==> src/rtl/alu_share_arbiter.sv <==
// Time-shares one combinational ALU between the CPU execute stage (req0) and the
// game-logic engine (req1); a single operation is in flight at any time.
module alu_share_arbiter #(
    parameter int unsigned WIDTH         = 32,
    parameter int unsigned ALU_LATENCY   = 1,
    parameter int unsigned PRIORITY_MODE = 0
) (
    input  logic             clock,
    input  logic             reset_n,

    input  logic             req0_valid,
    output logic             req0_ready,
    input  logic [WIDTH-1:0] req0_opA,
    input  logic [WIDTH-1:0] req0_opB,
    input  logic [4:0]       req0_opcode,
    input  logic [4:0]       req0_shamt,

    input  logic             req1_valid,
    output logic             req1_ready,
    input  logic [WIDTH-1:0] req1_opA,
    input  logic [WIDTH-1:0] req1_opB,
    input  logic [4:0]       req1_opcode,
    input  logic [4:0]       req1_shamt,

    output logic             rsp0_valid,
    input  logic             rsp0_ready,
    output logic             rsp1_valid,
    input  logic             rsp1_ready,
    output logic [WIDTH-1:0] rsp_result,
    output logic             rsp_ne,
    output logic             rsp_lt,
    output logic             rsp_ovf,

    output logic [WIDTH-1:0] alu_opA,
    output logic [WIDTH-1:0] alu_opB,
    output logic [4:0]       alu_opcode,
    output logic [4:0]       alu_shamt,
    input  logic [WIDTH-1:0] alu_result,
    input  logic             alu_ne,
    input  logic             alu_lt,
    input  logic             alu_ovf,

    output logic             busy
);

    localparam int unsigned CNT_W = (ALU_LATENCY > 1) ? $clog2(ALU_LATENCY) : 1;
    localparam logic [CNT_W-1:0] CNT_LOAD = CNT_W'(ALU_LATENCY - 1);
    localparam bit FIXED_PRIO = (PRIORITY_MODE != 0);

    typedef enum logic [1:0] {
        S_IDLE = 2'd0,
        S_EXEC = 2'd1,
        S_RESP = 2'd2
    } state_t;

    state_t           state;
    state_t           state_nxt;
    logic             owner;
    logic             last_grant;
    logic [CNT_W-1:0] cnt;

    logic grant0_c;
    logic grant1_c;
    logic req_hs_c;
    logic rsp_hs_c;

    // Arbitration: a lone requester wins; on contention either fixed req0 or round-robin.
    always_comb begin
        grant0_c = 1'b0;
        grant1_c = 1'b0;
        if (req0_valid && req1_valid) begin
            if (FIXED_PRIO || last_grant) begin
                grant0_c = 1'b1;
            end else begin
                grant1_c = 1'b1;
            end
        end else begin
            grant0_c = req0_valid;
            grant1_c = req1_valid;
        end
    end

    // Ready is gated by reset so every output reads zero while reset is held.
    assign req0_ready = reset_n && (state == S_IDLE) && grant0_c;
    assign req1_ready = reset_n && (state == S_IDLE) && grant1_c;

    assign req_hs_c = req0_ready || req1_ready;
    assign rsp_hs_c = (rsp0_valid && rsp0_ready) || (rsp1_valid && rsp1_ready);

    // State register.
    always_ff @(posedge clock or negedge reset_n) begin
        if (!reset_n) begin
            state <= S_IDLE;
        end else begin
            state <= state_nxt;
        end
    end

    // Next-state logic.
    always_comb begin
        state_nxt = state;
        case (state)
            S_IDLE: begin
                if (req_hs_c) begin
                    state_nxt = S_EXEC;
                end
            end
            S_EXEC: begin
                if (cnt == '0) begin
                    state_nxt = S_RESP;
                end
            end
            S_RESP: begin
                if (rsp_hs_c) begin
                    state_nxt = S_IDLE;
                end
            end
            default: state_nxt = S_IDLE;
        endcase
    end

    // Operand capture, latency count and result capture; alu_* are the capture registers.
    always_ff @(posedge clock or negedge reset_n) begin
        if (!reset_n) begin
            owner      <= 1'b0;
            last_grant <= 1'b1;
            cnt        <= '0;
            alu_opA    <= '0;
            alu_opB    <= '0;
            alu_opcode <= '0;
            alu_shamt  <= '0;
            rsp_result <= '0;
            rsp_ne     <= 1'b0;
            rsp_lt     <= 1'b0;
            rsp_ovf    <= 1'b0;
            rsp0_valid <= 1'b0;
            rsp1_valid <= 1'b0;
            busy       <= 1'b0;
        end else begin
            case (state)
                S_IDLE: begin
                    if (req_hs_c) begin
                        if (req1_ready) begin
                            alu_opA    <= req1_opA;
                            alu_opB    <= req1_opB;
                            alu_opcode <= req1_opcode;
                            alu_shamt  <= req1_shamt;
                        end else begin
                            alu_opA    <= req0_opA;
                            alu_opB    <= req0_opB;
                            alu_opcode <= req0_opcode;
                            alu_shamt  <= req0_shamt;
                        end
                        owner      <= req1_ready;
                        last_grant <= req1_ready;
                        cnt        <= CNT_LOAD;
                        busy       <= 1'b1;
                    end
                end
                S_EXEC: begin
                    if (cnt != '0) begin
                        cnt <= cnt - CNT_W'(1);
                    end else begin
                        rsp_result <= alu_result;
                        rsp_ne     <= alu_ne;
                        rsp_lt     <= alu_lt;
                        rsp_ovf    <= alu_ovf;
                        rsp0_valid <= !owner;
                        rsp1_valid <= owner;
                    end
                end
                S_RESP: begin
                    if (rsp_hs_c) begin
                        rsp0_valid <= 1'b0;
                        rsp1_valid <= 1'b0;
                        busy       <= 1'b0;
                    end
                end
                default: begin
                end
            endcase
        end
    end

endmodule

==> config.mk <==
export PLATFORM = sky130hd
export DESIGN_NAME = alu_share_arbiter
export DESIGN_NICKNAME = d
export VERILOG_FILES = /design/src/rtl/alu_share_arbiter.sv
export SDC_FILE = /design/constraint.sdc
export NUM_CORES = 1
export LEC_CHECK = 0
export BUFFER_PORTS_ARGS = -buffer_cell sky130_fd_sc_hd__buf_2
export CORE_AREA = 2 2 118 120
export CTS_BUF_LIST = sky130_fd_sc_hd__clkbuf_8
export DETAILED_ROUTE_END_ITERATION = 10
export DIE_AREA = 0 0 120 122
export PLACE_DENSITY_LB_ADDON = 0.08
export SYNTH_ARGS = -nofsm -noshare
export SYNTH_HDL_FRONTEND = slang
export SYNTH_SLANG_ARGS = --single-unit
==> constraint.sdc <==
create_clock -name clock -period 1.92 [get_ports clock]
set_input_delay 0.192 -clock clock [delete_from_list [all_inputs] [get_ports clock]]
set_output_delay 0.192 -clock clock [all_outputs]
set_load 0.02 [all_outputs]
==> flow_results.org, run 1 <==
** Cells and area
- The library cell used most frequently in the layout, excluding fill and tap cells, is buf_2.
- From synthesis to final layout, the design area changed by 58.20%.
- In the layout the commonest cells are buf_2 (299), dfrtp_1 (113), dlygate4sd3_1 (107), nand3_1 (75), a21oi_1 (75).
- Summing all non-filler instances in the final layout gives an area of 0.008496 mm².
- Layout net count :: 1109
- Filler Cells Inserted :: 1119
- Of the cells placed in the final design, the portion with a size suffix greater than 1 is 42.34%.

** Worst hold path
- The worst hold path begins at req0_opA[31].
- The worst hold path belongs to the class input port to register.
- The worst hold path was traced through 3 stages.
- For hold timing, the worst endpoint is alu_opA[31].

** Global route
- The initial antenna violation count is 2.
- GR Util All Layers :: 25.56%
- Pin count of the biggest net entering global routing :: 149
- GRT Residual Overflow :: 0
- The via count of the first global-routing pass was 5827.
- The first global-routing pass estimated 29.48 mm of wire.

** Power and ir drop
- VDD sags by at most 0.5860 mV.
- Power spread over the standard cell area amounts to 1484 mW/mm².
- Pleak :: 3.799 nW

** Placement
- Hpwl dp :: 11.63 mm
- Number of port buffers :: 302
- At the end of routability-driven placement, the weighted congestion stood at 0.8067.
- Worst Setup Slack post-DPL :: 0.2016 ns
- Instance area at placement :: 0.006980 mm²

** Synthesis
- The synthesized netlist contains 26 unique library cells.
- Syn Inst Count :: 536
- After synthesis, flip-flops and latches occupy 54.08% of the total area.
- Post-synth design cell area :: 0.005370 mm²
- During synthesis, Yosys emitted a total of 0 warnings.
- Net Count, Synth :: 725
- Counting flops and latches in the post-synthesis netlist gives 116.
- Syn avg cell area :: 10.02 µm²

** STA
- The worst path meets setup with 0.1001 ns of slack.
- Between clock sinks in the finished design, the worst skew comes to 0.01106 ns.
- Setup violations remaining at the end of the flow were counted as 0.
- Max Slew Vio Count :: 0
- Final Hold Vio Count :: 0
- The worst pin sits at a relative slew slack of 56.97%.
- After routing, the total negative slack on setup checks comes to 0 ns.
- Final critical-path required period :: 1.820 ns
- Setup repair after global routing left no endpoint under its margin.
- Smallest hold slack :: 0.02687 ns
- Fin crit share :: 94.79%
- F_max :: 549.5 MHz
- Tightest Pin Transition :: 0.6454 ns

** Worst setup path
- The most numerous cell type found on the critical path is buf_4.
- Worst reg2reg path startpoint :: state[0]
- Number of cells on the worst reg-to-reg path :: 4
- The largest single stage delay on the critical path is 0.58 ns.
- Series of cell instances along the critical path :: dlygate4sd3_1 > buf_4 > or3b_4 > nor2_4 > buf_4
- Worst-case register-to-register setup slack :: 0.15 ns
- The worst setup path is launched from an input port.
- STA classifies the critical path endpoint as a primary output.
- Worst setup path category :: input port to primary output
- Data on the critical path arrives at its endpoint at 1.63 ns.
- The endpoint identified for the worst register-to-register timing path is alu_opA[29].
- Crit path max fanout :: 4
- Critical Path RT :: 1.73 ns
- Among all stages on the critical path, the largest delay is contributed by dlygate4sd3_1.

** Drt
- DR vias/cell :: 5.412
- Length of routed met2 wiring :: 9.746 mm
- After detailed routing, the total wire length is 19.23 mm.
- First-iteration detailed-routing DRC count :: 392
- Number of remaining DRC errors :: 0
- Vias :: 6034
- Final ANT Viol Nets :: 0
- In the final routing, the length of wire on met1 measures 7.503 mm.
- The first TritonRoute pass finished after 5 iterations.
- Dividing the detail-routed wire length by the instance count gives 17.25 µm.
- Signal routing reaches up to met4.
- The routed design uses 1.537 mm of met3 wire.

** Status
- The run finished with clean final reports.

** Die
- The floorplan step defined a core boundary enclosing 0.01350 mm².
- Top-Level Pins :: 303
- The floorplan step defined a die boundary enclosing 0.01464 mm².
- From bottom edge to top edge, the die measures 122 µm.
- The floorplan step set the die width to 120 µm.
- Num rows :: 43
- Once the floorplan was initialized, standard cells occupied 39.77% of the core.

** Clocking
- Clock-pin slew was measured on the worst setup and hold paths at 0.07 ns.
- Buffers inserted during clock tree synthesis total 17.
- The cell sitting at the root of the clock tree is a clkbuf_8.
- The H-tree was split into 4 levels.
- Post-CTS Setup Inserts :: 0
- The tree built by TritonCTS fans out to 116 sinks.
- Latest clock arrival within the worst-skew pair :: 0.44 ns
- CTS max path bufs :: 2
- TritonCTS built the clock tree.

** Run
- Max-cap violations in this run came to 0.
==> where the power goes <==
part / switching (mW) / leakage [nW] / internal, mW
Sequential: 0.676 / 1.30 / 3.66
Combinational: 3.68 / 2.29 / 2.21
Clock: 1.05 / 0.203 / 1.34
Total: 5.40 / 3.80 / 7.21
==> stage by stage <==
step / utilization (%) / total power [mW] / instances
after global routing: 62.91 / 13.37 / 1115
after floorplan: - / 8.008 / 536
after detailed placement: 51.69 / 10.04 / 974
after global placement: 51.69 / 9.915 / 974
final: 62.91 / 12.61 / 1115
after CTS: 62.76 / 12.64 / 1113
==> how the worst max path moves through the flow <==
stage,startpoint,to,cells after the start
after floorplan,state[1],req0_ready,4
after global placement,state[1],alu_opB[17],4
after detailed placement,state[0],alu_opB[30],4
after CTS,state[0],req1_ready,3
after global routing,state[0],req0_ready,3
final,reset_n,req1_ready,5
==> kinds of logic (layout without fill, tap and decap cells) <==
logic type | count (synthesis) | in the layout | share of synthesized area, %
other | 0 | 2 | 0
and+or+nand+nor | 87 | 87 | 8.388
DFF | 116 | 116 | 54.08
buffers and inverters | 64 | 461 | 6.291
muxes | 35 | 35 | 7.339
AOI/OAI and AO/OA | 234 | 234 | 23.91
==> state kept, by name (all words and copies together), names as in the netlist <==
name and flops:
rsp1_valid 1, alu_shamt 5, busy 1, last_grant 1
alu_opcode 5, rsp_lt 1, rsp0_valid 1, alu_opA 32
owner 1, rsp_ovf 1, state 2, alu_opB 32
rsp_result 32, rsp_ne 1
==> synth_stat cells <==
cell type  number  area (µm²)
o21ai_0        39       195.2
a21boi_1        1       7.510
a21o_1          2       15.01
nand2_1         3       11.26
o21ai_1        39       195.2
a21oi_1        75       375.4
buf_4           7       52.55
a22oi_1         1       7.510
nand2b_1        2       12.51
dfrtp_1       115        2878
a221oi_1        1       8.760
clkbuf_1       21       78.83
nand3_1        75       375.4
buf_2          27       135.1
or3b_4          1       11.26
a21bo_2         1       10.01
inv_1           3       11.26
dfstp_2         1       26.28
mux2_2         35       394.1
nor3b_4         1       18.77
buf_6           5       56.30
nor2_1          4       15.01
or2_2           1       6.260
o22ai_1         1       6.260
a31oi_1        74       462.9
inv_2           1       3.750
==> layout make-up <==
class                           instances  area [µm²]  share of cell area, %
Timing Repair Buffer                  425        2778                  32.70
Antenna cell                            2       5.005                0.05891
Clock inverter                         13       157.7                  1.856
Sequential cell                       116        2907                  34.21
Inverter                                4       15.01                 0.1767
Clock buffer                           19       261.5                  3.078
Tap cell                              180       225.2                  2.651
Multi-Input combinational cell        356        2147                  25.27
==> repair_timing <==
item,4_1_cts,5_1_grt
cloned,0,0
hold buffers,107,0
hold endpoints to repair,157,0
endpoints found under the setup margin,1,3
gates resized for setup,2,6
==> routing by layer <==
layer,global-route usage (%),vias to the layer above
li1,-,2767
met1,30.93,2921
met2,43.11,312
met3,7.397,34
met4,10.00,0
met5,0,-
==> critical path, delay by kind of cell <==
family | cells | cell delay, ns
buffers and inverters | 3 | 0.88
and+or+nand+nor | 2 | 0.55
(Power assumes the default switching activity.)
==> run 2: changes to the inputs <==
--- a/config.mk
+++ b/config.mk
@@ -6,6 +6,7 @@
 export NUM_CORES = 1
 export LEC_CHECK = 0
 export BUFFER_PORTS_ARGS = -buffer_cell sky130_fd_sc_hd__buf_2
+export CAP_MARGIN = 40
 export CORE_AREA = 2 2 118 120
 export CTS_BUF_LIST = sky130_fd_sc_hd__clkbuf_8
 export DETAILED_ROUTE_END_ITERATION = 10
==> constraint.sdc (replaced) <==
create_clock -name clock -period 1.92 [get_ports clock]
set_input_delay 0.096 -clock clock [delete_from_list [all_inputs] [get_ports clock]]
set_output_delay 0.096 -clock clock [all_outputs]
set_load 0.02 [all_outputs]
==> flow_results.org, run 2 (synthesis results as in run 1) <==
** Drt
- Number of remaining DRC errors :: 0 (unchanged)
- The average detailed-routed wire length per instance came to 17.77 µm (+3.0%).
- The remaining number of nets flagged by the antenna check after routing is 0 (unchanged).
- Routed Wire Length :: 21.22 mm (+10%)
- First-iteration detailed-routing DRC count :: 534 (+36%)
- Vias :: 6408 (+6.2%)
- The number of iterations in the first detailed-routing pass was 5 (unchanged).
- DR vias/cell :: 5.367 (-0.83%)

** Clocking
- The clock net sink count was 116 (unchanged).
- Clock edge transition at the registers on the reported setup and hold paths :: 0.07 ns (about the same)
- The clock insertion delay at the later pin of the skew report was 0.43 ns (about the same).
- Clock tree root driver cell :: clkbuf_8
- The buffer levels on the longest clock path came to 2 (unchanged).
- Clock tree from TritonCTS :: yes
- Max H-tree Level :: 4 (unchanged)
- Total clock buffers created by CTS :: 17 (unchanged)

** Cells and area
- The area taken by multi-input logic gates is 0.002150 mm² (+0.12%).
- The core utilization of the finished layout is 69.67% (+6.8 points).
- The final layout net count was 1190 (+7.3%).
- Area Growth Syn to Fin :: 75.21%
- In the layout the commonest cells are buf_2 (300), dlygate4sd3_1 (185), dfrtp_1 (113), nand3_1 (75), a21oi_1 (75).
- The footprint of the flip-flops and latches came to 0.002907 mm² (unchanged).
- Leaving out fill and tap cells, the most frequent cell in the layout is buf_2.
- Finished layout cell area :: 0.009409 mm² (+11%)
- Filler Cells Inserted :: 1005 (-10%)
- Registers with the most flip-flops :: alu_opA (32), alu_opB (32), rsp_result (32)
- Fraction of layout cells with a size suffix above 1 :: 39.09% (-3.2 points)

** Die
- Die Y :: 122 µm (unchanged)
- Die extent in x :: 120 µm (unchanged)
- The initial standard-cell utilization of the core is 39.77% (unchanged).
- The number of rows created at floorplan came to 43 (unchanged).
- The number of I/O pins was 303 (unchanged).
- Placeable core region :: 0.01350 mm² (unchanged)
- The area enclosed by the die boundary was 0.01464 mm² (unchanged).

** STA
- Tightest Pin Transition :: 0.7394 ns (+0.09404 ns)
- Final setup violation count :: 0 (unchanged)
- Max Slew Vio Count :: 0 (unchanged)
- The post-route clock period utilization was 96.42% (+1.6 points).
- Tightest slew margin relative to the limit :: 50.70% (-6.3 points)
- The minimum clock period after layout was 1.851 ns (+0.03137 ns).
- Final Hold Vio Count :: 0 (unchanged)
- Fin Clk Skew :: 0.01075 ns (-0.0003098 ns)
- F_max :: 540.2 MHz (-1.7%)

** Run
- The number of maximum-capacitance constraint violations came to 0 (unchanged).

** Global route
- The aggregate global routing overflow was 0 (unchanged).
- The first-pass GRT wire length is 32.19 mm (+9.2%).
- The total track usage is 27.77% (+2.2 points).
- The initial antenna violation count is 1 (-1).
- Pin count of the biggest net entering global routing :: 149 (unchanged)
- Number of global-route vias before repair :: 6374 (+9.4%)

** Power and ir drop
- Max rail drop VDD :: 0.7846 mV (+34%)
- The total power per unit cell area is 1399 mW/mm² (-5.7%).
- The static leakage power is 4.201 nW (+11%).

** Worst setup path
- The worst setup path is launched from a register.
- The maximum fanout along the worst path was 20 (+16).
- Worst reg2reg path startpoint :: state[1]
- In this run the worst setup path begins at state[1].
- Critical path endpoint category :: primary output
- The data arrival time of the worst path is 1.76 ns (+0.13 ns).
- By startpoint and endpoint, the worst setup path is classified as register to primary output.
- The data required time of the critical path came to 1.82 ns (+0.09 ns).

** Placement
- The post-place instance area is 0.006998 mm² (+0.25%).
- The detailed placement HPWL came to 11.71 mm (+0.75%).
- The routability-driven placement congestion ratio was 0.7693 (-4.6%).
- Number of port buffers :: 302 (unchanged)

** Worst hold path
- In this run the most critical hold path is launched from rsp0_ready.
- The tightest min-delay check is of the input port to register type.

** Status
- The run finished with clean final reports.
[run 2: per-stage QoR]
step | setup TNS, ns | hold slack [ns] | power, mW | setup WS, ns | std cells
final | 0 | 0.04170 | 13.17 | 0.06875 | 1194
after global placement | 0 | 0.1924 | 9.907 | 0.2843 | 971
after detailed placement | 0 | 0.1729 | 10.07 | 0.1979 | 972
after global routing | -0.002845 | 0.04420 | 13.91 | -0.002845 | 1194
after CTS | -0.02531 | 0.006701 | 13.05 | -0.02531 | 1188
after floorplan | 0 | -0.1996 | 8.008 | 0.3856 | 536
[run 2: layer usage]
metal,global-route usage [%],part of all wire (%),up-vias
li1,-,-,2930
met1,31.68,38,3055
met2,48.86,51,360
met3,7.397,8.1,63
met4,12.35,3.0,0
met5,0,0,-
[run 2: final cells by class]
| cell class | instances | area share (%) |
|---|---|---|
| clock inverter | 11 | 1.941 |
| timing repair buffer | 506 | 38.82 |
| inverter | 4 | 0.1596 |
| multi-input combinational | 356 | 22.85 |
| antenna | 1 | 0.02660 |
| tap | 180 | 2.394 |
| clock buffer | 20 | 2.926 |
| sequential | 116 | 30.89 |
[run 2: timing repair]
item                       CTS  global route
gates resized for setup      7             6
hold endpoints to repair   172             0
buffers inserted             0             4
gates cloned                 0             1
setup endpoints to repair    2             2
pin swaps                    0             1
hold buffers               185             0
[run 2: worst paths after layout]
kind                                        to  slack (ns)  depth (start not counted)
worst max-delay path                req0_ready        0.07                          4
worst min-delay path                  state[1]        0.04                          4
worst max register to register     alu_opA[26]        0.12                          4
worst min register to register  rsp_result[10]        0.50                          1
max in group asynchronous           alu_opB[0]        0.98                          4
min in group asynchronous        rsp_result[3]        0.34                          3
[run 2: power by group]
part | switching (mW) | internal [mW]
sequential | 0.679 | 3.66
clock | 0.988 | 1.63
combinational | 3.80 | 2.41
[run 2: worst max-delay path: stages (launching register included)]
cell     delay (ns)
dfrtp_2        0.46
or3b_4         0.45
buf_12         0.18
nor2_4         0.11
buf_6          0.13
==> run 3: changes to the inputs <==
--- a/config.mk
+++ b/config.mk
@@ -7,10 +7,11 @@
 export LEC_CHECK = 0
 export BUFFER_PORTS_ARGS = -buffer_cell sky130_fd_sc_hd__buf_2
 export CAP_MARGIN = 40
-export CORE_AREA = 2 2 118 120
-export CTS_BUF_LIST = sky130_fd_sc_hd__clkbuf_8
+export CORE_AREA = 2 2 116 118
+export CTS_BUF_LIST = sky130_fd_sc_hd__clkbuf_4 sky130_fd_sc_hd__clkbuf_8 sky130_fd_sc_hd__clkbuf_16
 export DETAILED_ROUTE_END_ITERATION = 10
-export DIE_AREA = 0 0 120 122
+export DIE_AREA = 0 0 118 120
+export HOLD_SLACK_MARGIN = 0.15
 export PLACE_DENSITY_LB_ADDON = 0.08
 export SYNTH_ARGS = -nofsm -noshare
 export SYNTH_HDL_FRONTEND = slang
==> flow_results.org, run 3 (synthesis results as in run 1) <==
** Clocking
- The buffers inserted during post-CTS setup optimization was 0 (unchanged).
- The clock insertion delay at the later pin of the skew report is 0.41 ns (-0.02 ns).
- Clock tree root driver cell :: clkbuf_16
- Clock tree from TritonCTS :: yes
- The count of H-tree levels built during CTS is 4 (unchanged).
- The clock net sink count was 116 (unchanged).
- The total CTS buffers came to 17 (unchanged).
- CTS max path bufs :: 2 (unchanged)
- The register clock-pin slew on the reported worst setup and hold paths is 0.05 ns (-0.02 ns).

** STA
- The total negative setup slack was 0 ns (unchanged).
- Final critical-path required period :: 1.851 ns (-0.0003903 ns)
- The pin slew with the least headroom to its limit came to 0.8338 ns (+0.09438 ns).
- The final setup violation count was 0 (unchanged).
- Max Slew Vio Count :: 0 (unchanged)
- Smallest hold slack :: 0.1718 ns (+0.1301 ns)
- The number of hold-slack violations in the final timing report came to 0 (unchanged).
- The clock skew was 0.005560 ns (-0.005189 ns).
- Unrepaired setup endpoints after global routing :: no
- Tightest slew margin relative to the limit :: 44.41% (-6.3 points)
- The worst setup margin was 0.06914 ns (+0.0003903 ns).
- The maximum operating frequency was 540.3 MHz (about the same).
- The post-route clock period utilization came to 96.40% (about the same).

** Cells and area
- The largest registers in the layout are alu_opA (32), alu_opB (32), rsp_result (32).
- The core utilization of the finished layout came to 72.78% (+3.1 points).
- The area taken by multi-input logic gates is 0.002142 mm² (-0.35%).
- In the layout the commonest cells are buf_2 (301), dlygate4sd3_1 (188), dfrtp_1 (115), nand3_1 (75), a21oi_1 (75).
- Relative to the synthesized area, the layout overhead comes to 75.91%.
- The footprint of the flip-flops and latches came to 0.002904 mm² (about the same).
- Final cell count without fillers :: 1187 (-0.59%)
- Filler Cells Inserted :: 926 (-7.9%)
- Fraction of layout cells with a size suffix above 1 :: 38.58% (-0.52 points)
- The antenna cell count is 0 (-1).
- Finished layout cell area :: 0.009447 mm² (+0.40%)
- The final layout net count was 1188 (-0.17%).
- Leaving out fill and tap cells, the most frequent cell in the layout is buf_2.

** Global route
- Pin count of the biggest net entering global routing :: 89 (-40%)
- The total track usage came to 29.14% (+1.4 points).
- GRT Residual Overflow :: 0 (unchanged)
- Number of global-route vias before repair :: 6511 (+2.1%)
- Global-route wire length before repair :: 32.87 mm (+2.1%)
- Number of antenna violations at the first check in global routing :: 0 (-1)

** Drt
- Final ANT Viol Nets :: 0 (unchanged)
- The detailed-route vias per instance is 5.430 (+1.2%).
- Number of remaining DRC errors :: 0 (unchanged)
- The average detailed-routed wire length per instance was 17.53 µm (-1.3%).
- The total wirelength of the detailed-routed design is 20.81 mm (-1.9%).
- First-iteration detailed-routing DRC count :: 558 (+4.5%)
- Vias :: 6446 (+0.59%)
- The number of iterations in the first detailed-routing pass was 4 (-1).

** Power and ir drop
- The static leakage power is 4.229 nW (+0.66%).
- Power per cell area :: 1433 mW/mm² (+2.4%)
- The total power after layout came to 13.54 mW (+2.8%).
- The worst-case vdd ir drop was 0.6679 mV (-15%).

** Worst setup path
- End of the worst register-to-register path :: alu_opA[1]
- Worst path arrival time :: 1.75 ns (about the same)
- Worst setup path category :: register to primary output
- Crit path max fanout :: 10 (-50%)
- The kind of cell with the highest combined delay along the critical path is simple AND/OR/NAND/NOR gates.
- Number of cells on the worst reg-to-reg path :: 4 (unchanged)
- Category of the worst setup path launch point :: register
- In this run the critical register-to-register path is launched from state[1].
- Critical path endpoint category :: primary output
- Series of cell instances along the critical path :: or3b_4 > nor2_2 > buf_2
- The largest individual stage delay along the critical path comes from the cell or3b_4.
- The buffering stage count on the worst path with inverters included came to 1 (-1).
- Critical Path RT :: 1.82 ns (about the same)
- Largest stage delay on the critical path :: 0.48 ns (+0.02 ns)
- Worst-case register-to-register setup slack :: 0.23 ns (+0.11 ns)

** Worst hold path
- The startpoint identified for the worst hold timing path is req0_valid.
- The worst hold path depth came to 4 (unchanged).
- The path with the worst hold slack has its endpoint at busy.
- Hold Path Class :: input port to register

** Die
- Placeable core region :: 0.01298 mm² (-3.9%)
- Die outline area :: 0.01416 mm² (-3.3%)
- The number of I/O pins is 303 (unchanged).
- Die Y :: 120 µm (-1.6%)
- Die extent in x :: 118 µm (-1.7%)
- Num rows :: 42 (-2.3%)
- Starting density of the core :: 41.37% (+1.6 points)

** Placement
- Worst Setup Slack post-DPL :: 0.2809 ns (+0.08298 ns)
- Hpwl dp :: 11.86 mm (+1.2%)
- The routability-driven placement congestion ratio was 0.8201 (+6.6%).
- The quantity of I/O buffers inserted on ports was 302 (unchanged).
- Post-Place Cells :: 968 (-0.41%)
- The post-place instance area was 0.006985 mm² (-0.18%).

** Run
- Number of violations of the max-capacitance limit :: 0 (unchanged)

** Status
- Status :: completed
## run 3: where the power goes
group	internal (mW)	total, mW	switching [mW]
logic	2.35	6.09	3.75
registers	3.67	4.38	0.712
clock network	2.01	3.06	1.05
## run 3: per-layer routing
metal / up-vias / global-route usage, % / share of wire (%)
met4: 0 / 13.70 / 3.2
met3: 55 / 6.797 / 7.3
met2: 359 / 50.65 / 51
met1: 3096 / 34.14 / 38
met5: - / 0 / 0
li1: 2936 / - / -
## run 3: how the worst max path moves through the flow
stage / to / from / depth (start not counted) / slack, ns
floorplan: owner / state[1] / 4 / 0.39
global placement: alu_shamt[2] / state[1] / 4 / 0.33
detailed placement: alu_shamt[0] / state[1] / 5 / 0.28
CTS: req1_ready / state[1] / 3 / 0.04
global route: req1_ready / state[1] / 3 / 0.0006
finish: req1_ready / state[1] / 3 / 0.07
## run 3: worst register-to-register path: stages, from the launching register on
cell and delay (ns):
dfrtp_1 0.46, nor3b_4 0.34, buf_12 0.36, nand3_1 0.20, a31oi_1 0.24
## run 3: layout make-up
class                      count  area share (%)
clock buffer                  27           5.629
clock inverter                 4          0.4768
inverter                       4          0.1589
multi-input combinational    356           22.68
sequential                   116           30.74
tap                          176           2.331
timing repair buffer         504           37.99
## run 3: repair_timing
item,CTS,global route
gates resized for setup,1,0
hold buffers,188,0
setup endpoints to repair,1,0
hold endpoints to repair,226,0
